<file path="src/rtl/wave_pkg.sv">
// Shared types and constants for the WAV capture block: FSM states,
// RIFF/WAVE header layout and fourCC words (byte 0 in the LSB).
package wave_pkg;

  typedef enum logic [1:0] {
    ST_IDLE,
    ST_HDR,
    ST_DATA,
    ST_FIXUP
  } state_t;

  localparam int unsigned HDR_LEN  = 44;
  localparam int unsigned RIFF_OFS = 4;
  localparam int unsigned SIZE_OFS = 40;

  localparam logic [31:0] FOURCC_RIFF = 32'h4646_4952;
  localparam logic [31:0] FOURCC_WAVE = 32'h4556_4157;
  localparam logic [31:0] FOURCC_FMT  = 32'h2074_6d66;
  localparam logic [31:0] FOURCC_DATA = 32'h6174_6164;

  // Fixup step k (0..7) maps to header bytes 4..7 then 40..43
  function automatic logic [5:0] fixup_index(input logic [5:0] k);
    return (k < 6'd4) ? 6'(RIFF_OFS) + k : 6'(SIZE_OFS) - 6'd4 + k;
  endfunction

endpackage

</file>
<file path="src/rtl/wave_capture_if.sv">
// Byte-wide memory write port of wave_capture (valid/ready style).
interface wave_capture_if;
  logic        O_WR_EN;
  logic [16:0] O_WR_ADDR;
  logic [7:0]  O_WR_DATA;
  logic        I_WR_RDY;

  modport master (output O_WR_EN, O_WR_ADDR, O_WR_DATA, input I_WR_RDY);
  modport slave  (input O_WR_EN, O_WR_ADDR, O_WR_DATA, output I_WR_RDY);
endinterface

</file>
<file path="src/rtl/wave_hdr_gen.sv">
// Combinational 44-byte mono 16-bit PCM WAV header: byte index + sizes -> byte.
module wave_hdr_gen
  import wave_pkg::*;
#(
  parameter int unsigned SAMPLE_RATE = 44100
) (
  input  logic [5:0]  idx,
  input  logic [31:0] data_size,
  input  logic        sizes_valid,
  output logic [7:0]  hdr_byte
);

  logic [31:0] hdr_word;
  logic [31:0] dsz;
  logic [31:0] riff;

  always_comb begin
    dsz  = sizes_valid ? data_size : '0;
    riff = sizes_valid ? data_size + 32'd36 : '0;
    case (idx[5:2])
      4'd0:    hdr_word = FOURCC_RIFF;
      4'd1:    hdr_word = riff;
      4'd2:    hdr_word = FOURCC_WAVE;
      4'd3:    hdr_word = FOURCC_FMT;
      4'd4:    hdr_word = 32'd16;
      4'd5:    hdr_word = 32'h0001_0001;
      4'd6:    hdr_word = 32'(SAMPLE_RATE);
      4'd7:    hdr_word = 32'(2 * SAMPLE_RATE);
      4'd8:    hdr_word = 32'h0010_0002;
      4'd9:    hdr_word = FOURCC_DATA;
      4'd10:   hdr_word = dsz;
      default: hdr_word = '0;
    endcase
    hdr_byte = hdr_word[{idx[1:0], 3'b000} +: 8];
  end

endmodule

</file>
<file path="src/rtl/wave_capture.sv">
// Streams a WAV header followed by 16-bit PCM samples to byte memory.
// Define WAVE_CAPTURE_FIXUP_EN to write zero sizes first and patch them at the end.
module wave_capture
  import wave_pkg::*;
#(
  parameter int unsigned SAMPLE_RATE = 44100
) (
  input  logic                I_CLK,
  input  logic                I_RSTn,
  input  logic                I_START,
  input  logic                I_STOP,
  input  logic [16:0]         I_BASE_ADDR,
  input  logic [15:0]         I_MAX_LEN,
  input  logic                I_SAMPLE_STB,
  input  logic signed [15:0]  I_SAMPLE,
  wave_capture_if.master      wr,
  output logic                O_BUSY,
  output logic                O_DONE,
  output logic                O_OVERRUN,
  output logic [31:0]         O_DATA_SIZE
);

  state_t      state_q, state_n;
  logic        start_q;
  logic        stop_q, stop_n;
  logic [5:0]  idx_q, idx_n;
  logic [16:0] base_q, base_n;
  logic [15:0] max_q, max_n;
  logic [15:0] hold_q, hold_n;
  logic [1:0]  pend_q, pend_n;
  logic        wr_en_q, wr_en_n;
  logic [16:0] addr_q, addr_n;
  logic [7:0]  data_q, data_n;
  logic [31:0] size_q, size_n;
  logic        ovr_q, ovr_n;
  logic        done_q, done_n;

  logic        acc, start_edge, finish;
  logic [1:0]  pend_after;
  logic [31:0] size_acc;
  logic [16:0] data_addr;
  logic [5:0]  gen_idx;
  logic [31:0] gen_size;
  logic        gen_valid;
  logic [7:0]  gen_byte;

  assign acc        = wr_en_q & wr.I_WR_RDY;
  assign start_edge = I_START & ~start_q;
  assign pend_after = pend_q - {1'b0, acc};
  assign size_acc   = size_q + 32'(acc && (state_q == ST_DATA));
  assign data_addr  = base_q + 17'(HDR_LEN) + size_acc[16:0];

  // Generator is fed with next-cycle values so the byte is registered with its address
  always_comb begin
    case (state_q)
      ST_HDR:   gen_idx = idx_q;
      ST_DATA:  gen_idx = 6'(RIFF_OFS);
      ST_FIXUP: gen_idx = fixup_index(idx_q);
      default:  gen_idx = '0;
    endcase
`ifdef WAVE_CAPTURE_FIXUP_EN
    gen_size  = size_acc;
    gen_valid = (state_q == ST_DATA) || (state_q == ST_FIXUP);
`else
    gen_size  = {16'b0, (state_q == ST_IDLE) ? {I_MAX_LEN[15:1], 1'b0} : max_q};
    gen_valid = 1'b1;
`endif
  end

  wave_hdr_gen #(.SAMPLE_RATE(SAMPLE_RATE)) u_hdr_gen (
    .idx         (gen_idx),
    .data_size   (gen_size),
    .sizes_valid (gen_valid),
    .hdr_byte    (gen_byte)
  );

  always_comb begin
    state_n = state_q;
    stop_n  = stop_q;
    idx_n   = idx_q;
    base_n  = base_q;
    max_n   = max_q;
    hold_n  = hold_q;
    pend_n  = pend_q;
    wr_en_n = wr_en_q;
    addr_n  = addr_q;
    data_n  = data_q;
    size_n  = size_q;
    ovr_n   = ovr_q;
    done_n  = 1'b0;
    finish  = 1'b0;
    case (state_q)
      ST_IDLE: if (start_edge) begin
        state_n = ST_HDR;
        stop_n  = 1'b0;
        size_n  = '0;
        ovr_n   = 1'b0;
        base_n  = I_BASE_ADDR;
        max_n   = {I_MAX_LEN[15:1], 1'b0};
        pend_n  = '0;
        idx_n   = 6'd1;
        wr_en_n = 1'b1;
        addr_n  = I_BASE_ADDR;
        data_n  = gen_byte;
      end
      ST_HDR: begin
        if (I_STOP) stop_n = 1'b1;
        if (acc) begin
          if (idx_q == 6'(HDR_LEN)) begin
            state_n = ST_DATA;
            wr_en_n = 1'b0;
          end else begin
            idx_n  = idx_q + 6'd1;
            addr_n = base_q + 17'(idx_q);
            data_n = gen_byte;
          end
        end
      end
      ST_DATA: begin
        size_n = size_acc;
        pend_n = pend_after;
        if (pend_after != 2'd0) begin
          if (acc) begin
            addr_n = data_addr;
            data_n = hold_q[15:8];
          end
          if (I_SAMPLE_STB) ovr_n = 1'b1;
        end else begin
          // Holding register frees up this cycle: a coincident strobe is captured
          wr_en_n = 1'b0;
          if (size_acc == {16'b0, max_q}) begin
            finish = 1'b1;
          end else if (I_SAMPLE_STB) begin
            hold_n  = I_SAMPLE;
            pend_n  = 2'd2;
            wr_en_n = 1'b1;
            addr_n  = data_addr;
            data_n  = I_SAMPLE[7:0];
          end else if (I_STOP || stop_q) begin
            finish = 1'b1;
          end
        end
        if (finish) begin
`ifdef WAVE_CAPTURE_FIXUP_EN
          state_n = ST_FIXUP;
          idx_n   = 6'd1;
          wr_en_n = 1'b1;
          addr_n  = base_q + 17'(RIFF_OFS);
          data_n  = gen_byte;
`else
          state_n = ST_IDLE;
          done_n  = 1'b1;
`endif
        end
      end
      ST_FIXUP: if (acc) begin
        if (idx_q == 6'd8) begin
          state_n = ST_IDLE;
          wr_en_n = 1'b0;
          done_n  = 1'b1;
        end else begin
          idx_n  = idx_q + 6'd1;
          addr_n = base_q + 17'(gen_idx);
          data_n = gen_byte;
        end
      end
      default: state_n = ST_IDLE;
    endcase
  end

  always_ff @(posedge I_CLK or negedge I_RSTn) begin
    if (!I_RSTn) begin
      state_q <= ST_IDLE;
      start_q <= 1'b0;
      stop_q  <= 1'b0;
      idx_q   <= '0;
      base_q  <= '0;
      max_q   <= '0;
      hold_q  <= '0;
      pend_q  <= '0;
      wr_en_q <= 1'b0;
      addr_q  <= '0;
      data_q  <= '0;
      size_q  <= '0;
      ovr_q   <= 1'b0;
      done_q  <= 1'b0;
    end else begin
      state_q <= state_n;
      start_q <= I_START;
      stop_q  <= stop_n;
      idx_q   <= idx_n;
      base_q  <= base_n;
      max_q   <= max_n;
      hold_q  <= hold_n;
      pend_q  <= pend_n;
      wr_en_q <= wr_en_n;
      addr_q  <= addr_n;
      data_q  <= data_n;
      size_q  <= size_n;
      ovr_q   <= ovr_n;
      done_q  <= done_n;
    end
  end

  assign wr.O_WR_EN   = wr_en_q;
  assign wr.O_WR_ADDR = addr_q;
  assign wr.O_WR_DATA = data_q;
  assign O_BUSY       = (state_q != ST_IDLE);
  assign O_DONE       = done_q;
  assign O_OVERRUN    = ovr_q;
  assign O_DATA_SIZE  = size_q;

endmodule
</file>
<file path="src/flat_wrapper.sv">
// flat-port wrapper written by rule: the top's interface ports become plain ports
module wave_capture_flat import wave_pkg::*;
#(
  parameter int unsigned SAMPLE_RATE = 44100
)
  (I_CLK, I_RSTn, I_START, I_STOP, I_BASE_ADDR, I_MAX_LEN, I_SAMPLE_STB, I_SAMPLE, O_BUSY, O_DONE, O_OVERRUN, O_DATA_SIZE, wr_O_WR_EN, wr_O_WR_ADDR, wr_O_WR_DATA, wr_I_WR_RDY);
  wave_capture_if wr_i ();
  input  logic I_CLK;
  input  logic I_RSTn;
  input  logic I_START;
  input  logic I_STOP;
  input  logic [16:0] I_BASE_ADDR;
  input  logic [15:0] I_MAX_LEN;
  input  logic I_SAMPLE_STB;
  input  logic signed [15:0] I_SAMPLE;
  output logic O_BUSY;
  output logic O_DONE;
  output logic O_OVERRUN;
  output logic [31:0] O_DATA_SIZE;
  output wire logic [$bits(wr_i.O_WR_EN)-1:0] wr_O_WR_EN;
  output wire logic [$bits(wr_i.O_WR_ADDR)-1:0] wr_O_WR_ADDR;
  output wire logic [$bits(wr_i.O_WR_DATA)-1:0] wr_O_WR_DATA;
  input wire logic [$bits(wr_i.I_WR_RDY)-1:0] wr_I_WR_RDY;
  assign wr_O_WR_EN = wr_i.O_WR_EN;
  assign wr_O_WR_ADDR = wr_i.O_WR_ADDR;
  assign wr_O_WR_DATA = wr_i.O_WR_DATA;
  assign wr_i.I_WR_RDY = wr_I_WR_RDY;
  wave_capture #(.SAMPLE_RATE(SAMPLE_RATE)) u_core (.I_CLK(I_CLK), .I_RSTn(I_RSTn), .I_START(I_START), .I_STOP(I_STOP), .I_BASE_ADDR(I_BASE_ADDR), .I_MAX_LEN(I_MAX_LEN), .I_SAMPLE_STB(I_SAMPLE_STB), .I_SAMPLE(I_SAMPLE), .wr(wr_i), .O_BUSY(O_BUSY), .O_DONE(O_DONE), .O_OVERRUN(O_OVERRUN), .O_DATA_SIZE(O_DATA_SIZE));
endmodule
</file>
<file path="config.mk">
export PLATFORM = sky130hd
export DESIGN_NAME = wave_capture_flat
export DESIGN_NICKNAME = d
export VERILOG_FILES = /design/src/rtl/wave_pkg.sv /design/src/rtl/wave_capture_if.sv /design/src/rtl/wave_hdr_gen.sv /design/src/rtl/wave_capture.sv /design/src/flat_wrapper.sv
export SDC_FILE = /design/constraint.sdc
export NUM_CORES = 1
export LEC_CHECK = 0
export BUFFER_PORTS_ARGS = -buffer_cell sky130_fd_sc_hd__buf_2
export CAP_MARGIN = 20
export CORE_MARGIN = 3
export CORE_UTILIZATION = 45
export DETAILED_ROUTE_END_ITERATION = 16
export SETUP_SLACK_MARGIN = 0.02
export SYNTH_ARGS = -nofsm -noshare
export SYNTH_HDL_FRONTEND = slang
export SYNTH_SLANG_ARGS = --single-unit
</file>
<file path="constraint.sdc">
create_clock -name I_CLK -period 6.2 [get_ports I_CLK]
set_clock_uncertainty 0.15 [all_clocks]
set_input_delay 0.93 -clock I_CLK [delete_from_list [all_inputs] [get_ports I_CLK]]
set_output_delay 0.93 -clock I_CLK [all_outputs]
set_load 0.01 [all_outputs]
</file>
==> impl_results.md <==
* Max Transition Viols Final at 0
* Startpoint types: input port
* DP Worst Slack at 0.495 ns
* Reg-to-reg setup timing slack at 0.80 ns
* Largest net degree at the start of global routing at 74
* Post-synth ARST share at 1.00
* Final cell utilization of the core at 0.526
* Postcts setup bufs at 0
* Final min period at 5.46 ns
* Hold Path Sink: u_core.stop_q
* Worst-path maximum fanout at 11
* Die height at 147 um
* Drt first pass iters at 5
* Resized cells post-CTS at 0
* Die Wd at 147 um
* Core box area at 19100 sq um
* First-pass GRT wire length at 43600 um
* Total wire length at 26600 um
* MaxCap Viol Count at 0
* GP Congestion at 0.912
* Final TNS setup at 0 ns
* Synth top area share at 0.314
* Layout cells sized above 1 at 0.173
* Initial Util at 0.468
* Critical path class: input port to flop
* Initial antenna violation count at 1
* Gr usage total at 0.249
* Residual DRC at 0
* CTS Hold Bufs at 0
* I/O Pins at 116
* # setup viols final at 0
* I/O Buffers at 114
* PD cells at 327 nW/um^2
* CTS tree: yes
* Number of global-route vias before repair at 8165
* H-Tree Depth at 3
* Count of cell types in the netlist at 75
* Max Fclk at 183 MHz
* Number of fillers in the final layout at 1865
* CTS Buf Count at 9
* Final period utilization at 0.880
* CP startpoint: wr_I_WR_RDY
* Mapped Cells at 1087
* Slew @ Worst Pin at 0.979 ns
* Leading area contributor after synthesis: dfrtp_1
* Worst path required time at 6.35 ns
* Max clock buf depth at 2
* Antenna Nets Post-Route at 0
* Clock Pin Slew Worst Setup and Hold Paths at 0.08 ns
* Pwr Total at 3.28 mW
* Yosys warnings at 0
* Rows at 50
* Post-synth EDFFs at 0
* Vias/cell at 5.84
* Synth Flop Type: dfrtp_1
* Synthesized area at 8930 sq um
* Clk sink count at 112
* Arrival @ worst endpoint at 5.61 ns
* CP Capture Type: flop
* WHS Path Cells at 1
* Reg-to-Reg Start: u_core.state_q[0]
* HP Class: flop to flop
* Diodes inserted at 0
* Reg2reg path depth at 20
* Leakage power at 4.67 nW
* Rel. slew slack at 0.342
* Worst-skew pair later-pin latency at 0.36 ns
* R2R Path End: u_core.wr.O_WR_ADDR[16]
* Max VDD drop at 0.175 mV
* Synth Area per Inst at 8.21 sq um
* Final setup margin at 0.744 ns
* Top-count cell post-synth: nand2_1
* Hold Crit Start: u_core.stop_q
* Vias at 8365
* RSZ-0062 raised after global routing: false
* Synthesized Nets at 1190
* Root Driver: clkbuf_16
* Run status: complete, no violations
* Post-synth top cells: nand2_1, dfrtp_1, o21ai_0, nor2_1, a21oi_1
* Seq/Total Area, Yosys at 0.314
* Yosys reg bits at 112
* Routed wire per std cell at 18.6 um
* Hold Fails Final Rpt at 0
* 1st-iter DRT viols at 591
* GRT Residual Overflow at 0
* Top post-synthesis cells by area: dfrtp_1, nand2_1, ha_1
* Area delta synth->final at 12.5%
* Dpl hpwl at 19300 um
* Final #Nets at 1270
* DIE AREA at 21600 sq um
[worst max-delay path by stage]
stage                                    endpoint  depth (start not counted)
after floorplan           u_core.wr.O_WR_ADDR[16]                         23
after global placement    u_core.wr.O_WR_ADDR[16]                         19
after detailed placement  u_core.wr.O_WR_ADDR[16]                         19
after CTS                 u_core.wr.O_WR_ADDR[16]                         19
after global routing      u_core.wr.O_WR_ADDR[16]                         19
final                     u_core.wr.O_WR_ADDR[16]                         19
[worst max-delay path, cell delays in order]
cell and delay (ns):
buf_2 0.07, nand2_1 0.12, nor2_1 0.26, ha_1 0.40
ha_1 0.24, buf_4 0.20, xnor2_1 0.19, ha_1 0.29
inv_1 0.10, ha_1 0.26, a211oi_1 0.31, o211ai_1 0.19
a2111oi_0 0.76, o31a_1 0.30, o21ai_0 0.19, a2111oi_0 0.43
o21ai_0 0.12, nand3_1 0.10, mux2_2 0.15
[power breakdown]
group | switching [mW] | leakage (nW) | internal, mW
sequential | 0.186 | 1.45 | 0.899
clock | 0.286 | 0.170 | 0.407
combinational | 0.834 | 3.06 | 0.673
[cell usage in the layout, fill, tap and decap left out, drive strengths merged, types with 6 or more instances in the layout]
cell | synthesis | layout
and4 | 10 | 10
clkbuf | 40 | 11
nand3 | 39 | 39
a31oi | 15 | 15
a22oi | 6 | 6
nor2b | 7 | 7
nand2 | 186 | 186
and2 | 9 | 9
nor4 | 11 | 11
inv | 36 | 36
o211ai | 11 | 11
a211oi | 7 | 7
a21o | 6 | 6
a21oi | 54 | 54
mux2i | 22 | 22
o21ai | 93 | 93
dfrtp | 112 | 112
nor3 | 23 | 23
nand2b | 12 | 12
o31ai | 15 | 15
and3 | 13 | 13
nor2 | 75 | 75
nand4 | 15 | 15
xor2 | 30 | 30
mux2 | 35 | 35
ha | 46 | 46
xnor2 | 44 | 44
buf | 23 | 132
a2111oi | 9 | 9
[registers in the layout (all words and copies together), names as in the netlist]
register             cells
u_core.O_DATA_SIZE      32
u_core.base_q           17
u_core.wr.O_WR_ADDR     17
u_core.max_q            15
u_core.hold_q            8
u_core.wr.O_WR_DATA      8
u_core.idx_q             6
u_core.pend_q            2
u_core.state_q           2
u_core.O_DONE            1
u_core.O_OVERRUN         1
u_core.start_q           1
u_core.stop_q            1
u_core.wr.O_WR_EN        1
[per-layer routing]
metal,wire [um],vias to the layer above,track usage
met5,13,-,0
met4,393,2,0.0593
met3,1320,32,0.0339
met2,12700,229,0.418
met1,12200,4030,0.341
li1,-,4072,-
[through the flow]
stage / instances / instance area (sq um) / hold slack [ns]
2_1_floorplan: 1087 / 8930 / 0.316
3_3_place_gp: 1416 / 9700 / 0.325
3_5_place_dp: 1416 / 9700 / 0.333
4_1_cts: 1432 / 10000 / 0.353
5_1_grt: 1432 / 10000 / 0.366
6_report: 1432 / 10000 / 0.350
[logic make-up after synthesis]
| logic type | after synthesis | share of synthesized area |
|---|---|---|
| AOI/OAI and AO/OA | 270 | 0.191 |
| xor gates and xnor gates | 74 | 0.0726 |
| adders and majority gates | 48 | 0.0689 |
| buffers and inverters | 99 | 0.0465 |
| DFF | 112 | 0.314 |
| muxes | 57 | 0.0764 |
| and+or+nand+nor | 427 | 0.231 |
[final cells by class]
type / instances / area, sq um / area share
multi-input combinational: 876 / 5720 / 0.570
inverter: 36 / 135 / 0.0135
clock buffer: 11 / 243 / 0.0242
tap: 260 / 325 / 0.0324
sequential: 112 / 2800 / 0.279
clock inverter: 5 / 104 / 0.0103
timing repair buffer: 132 / 708 / 0.0705
Note: power is estimated with default switching activity, not from simulation.
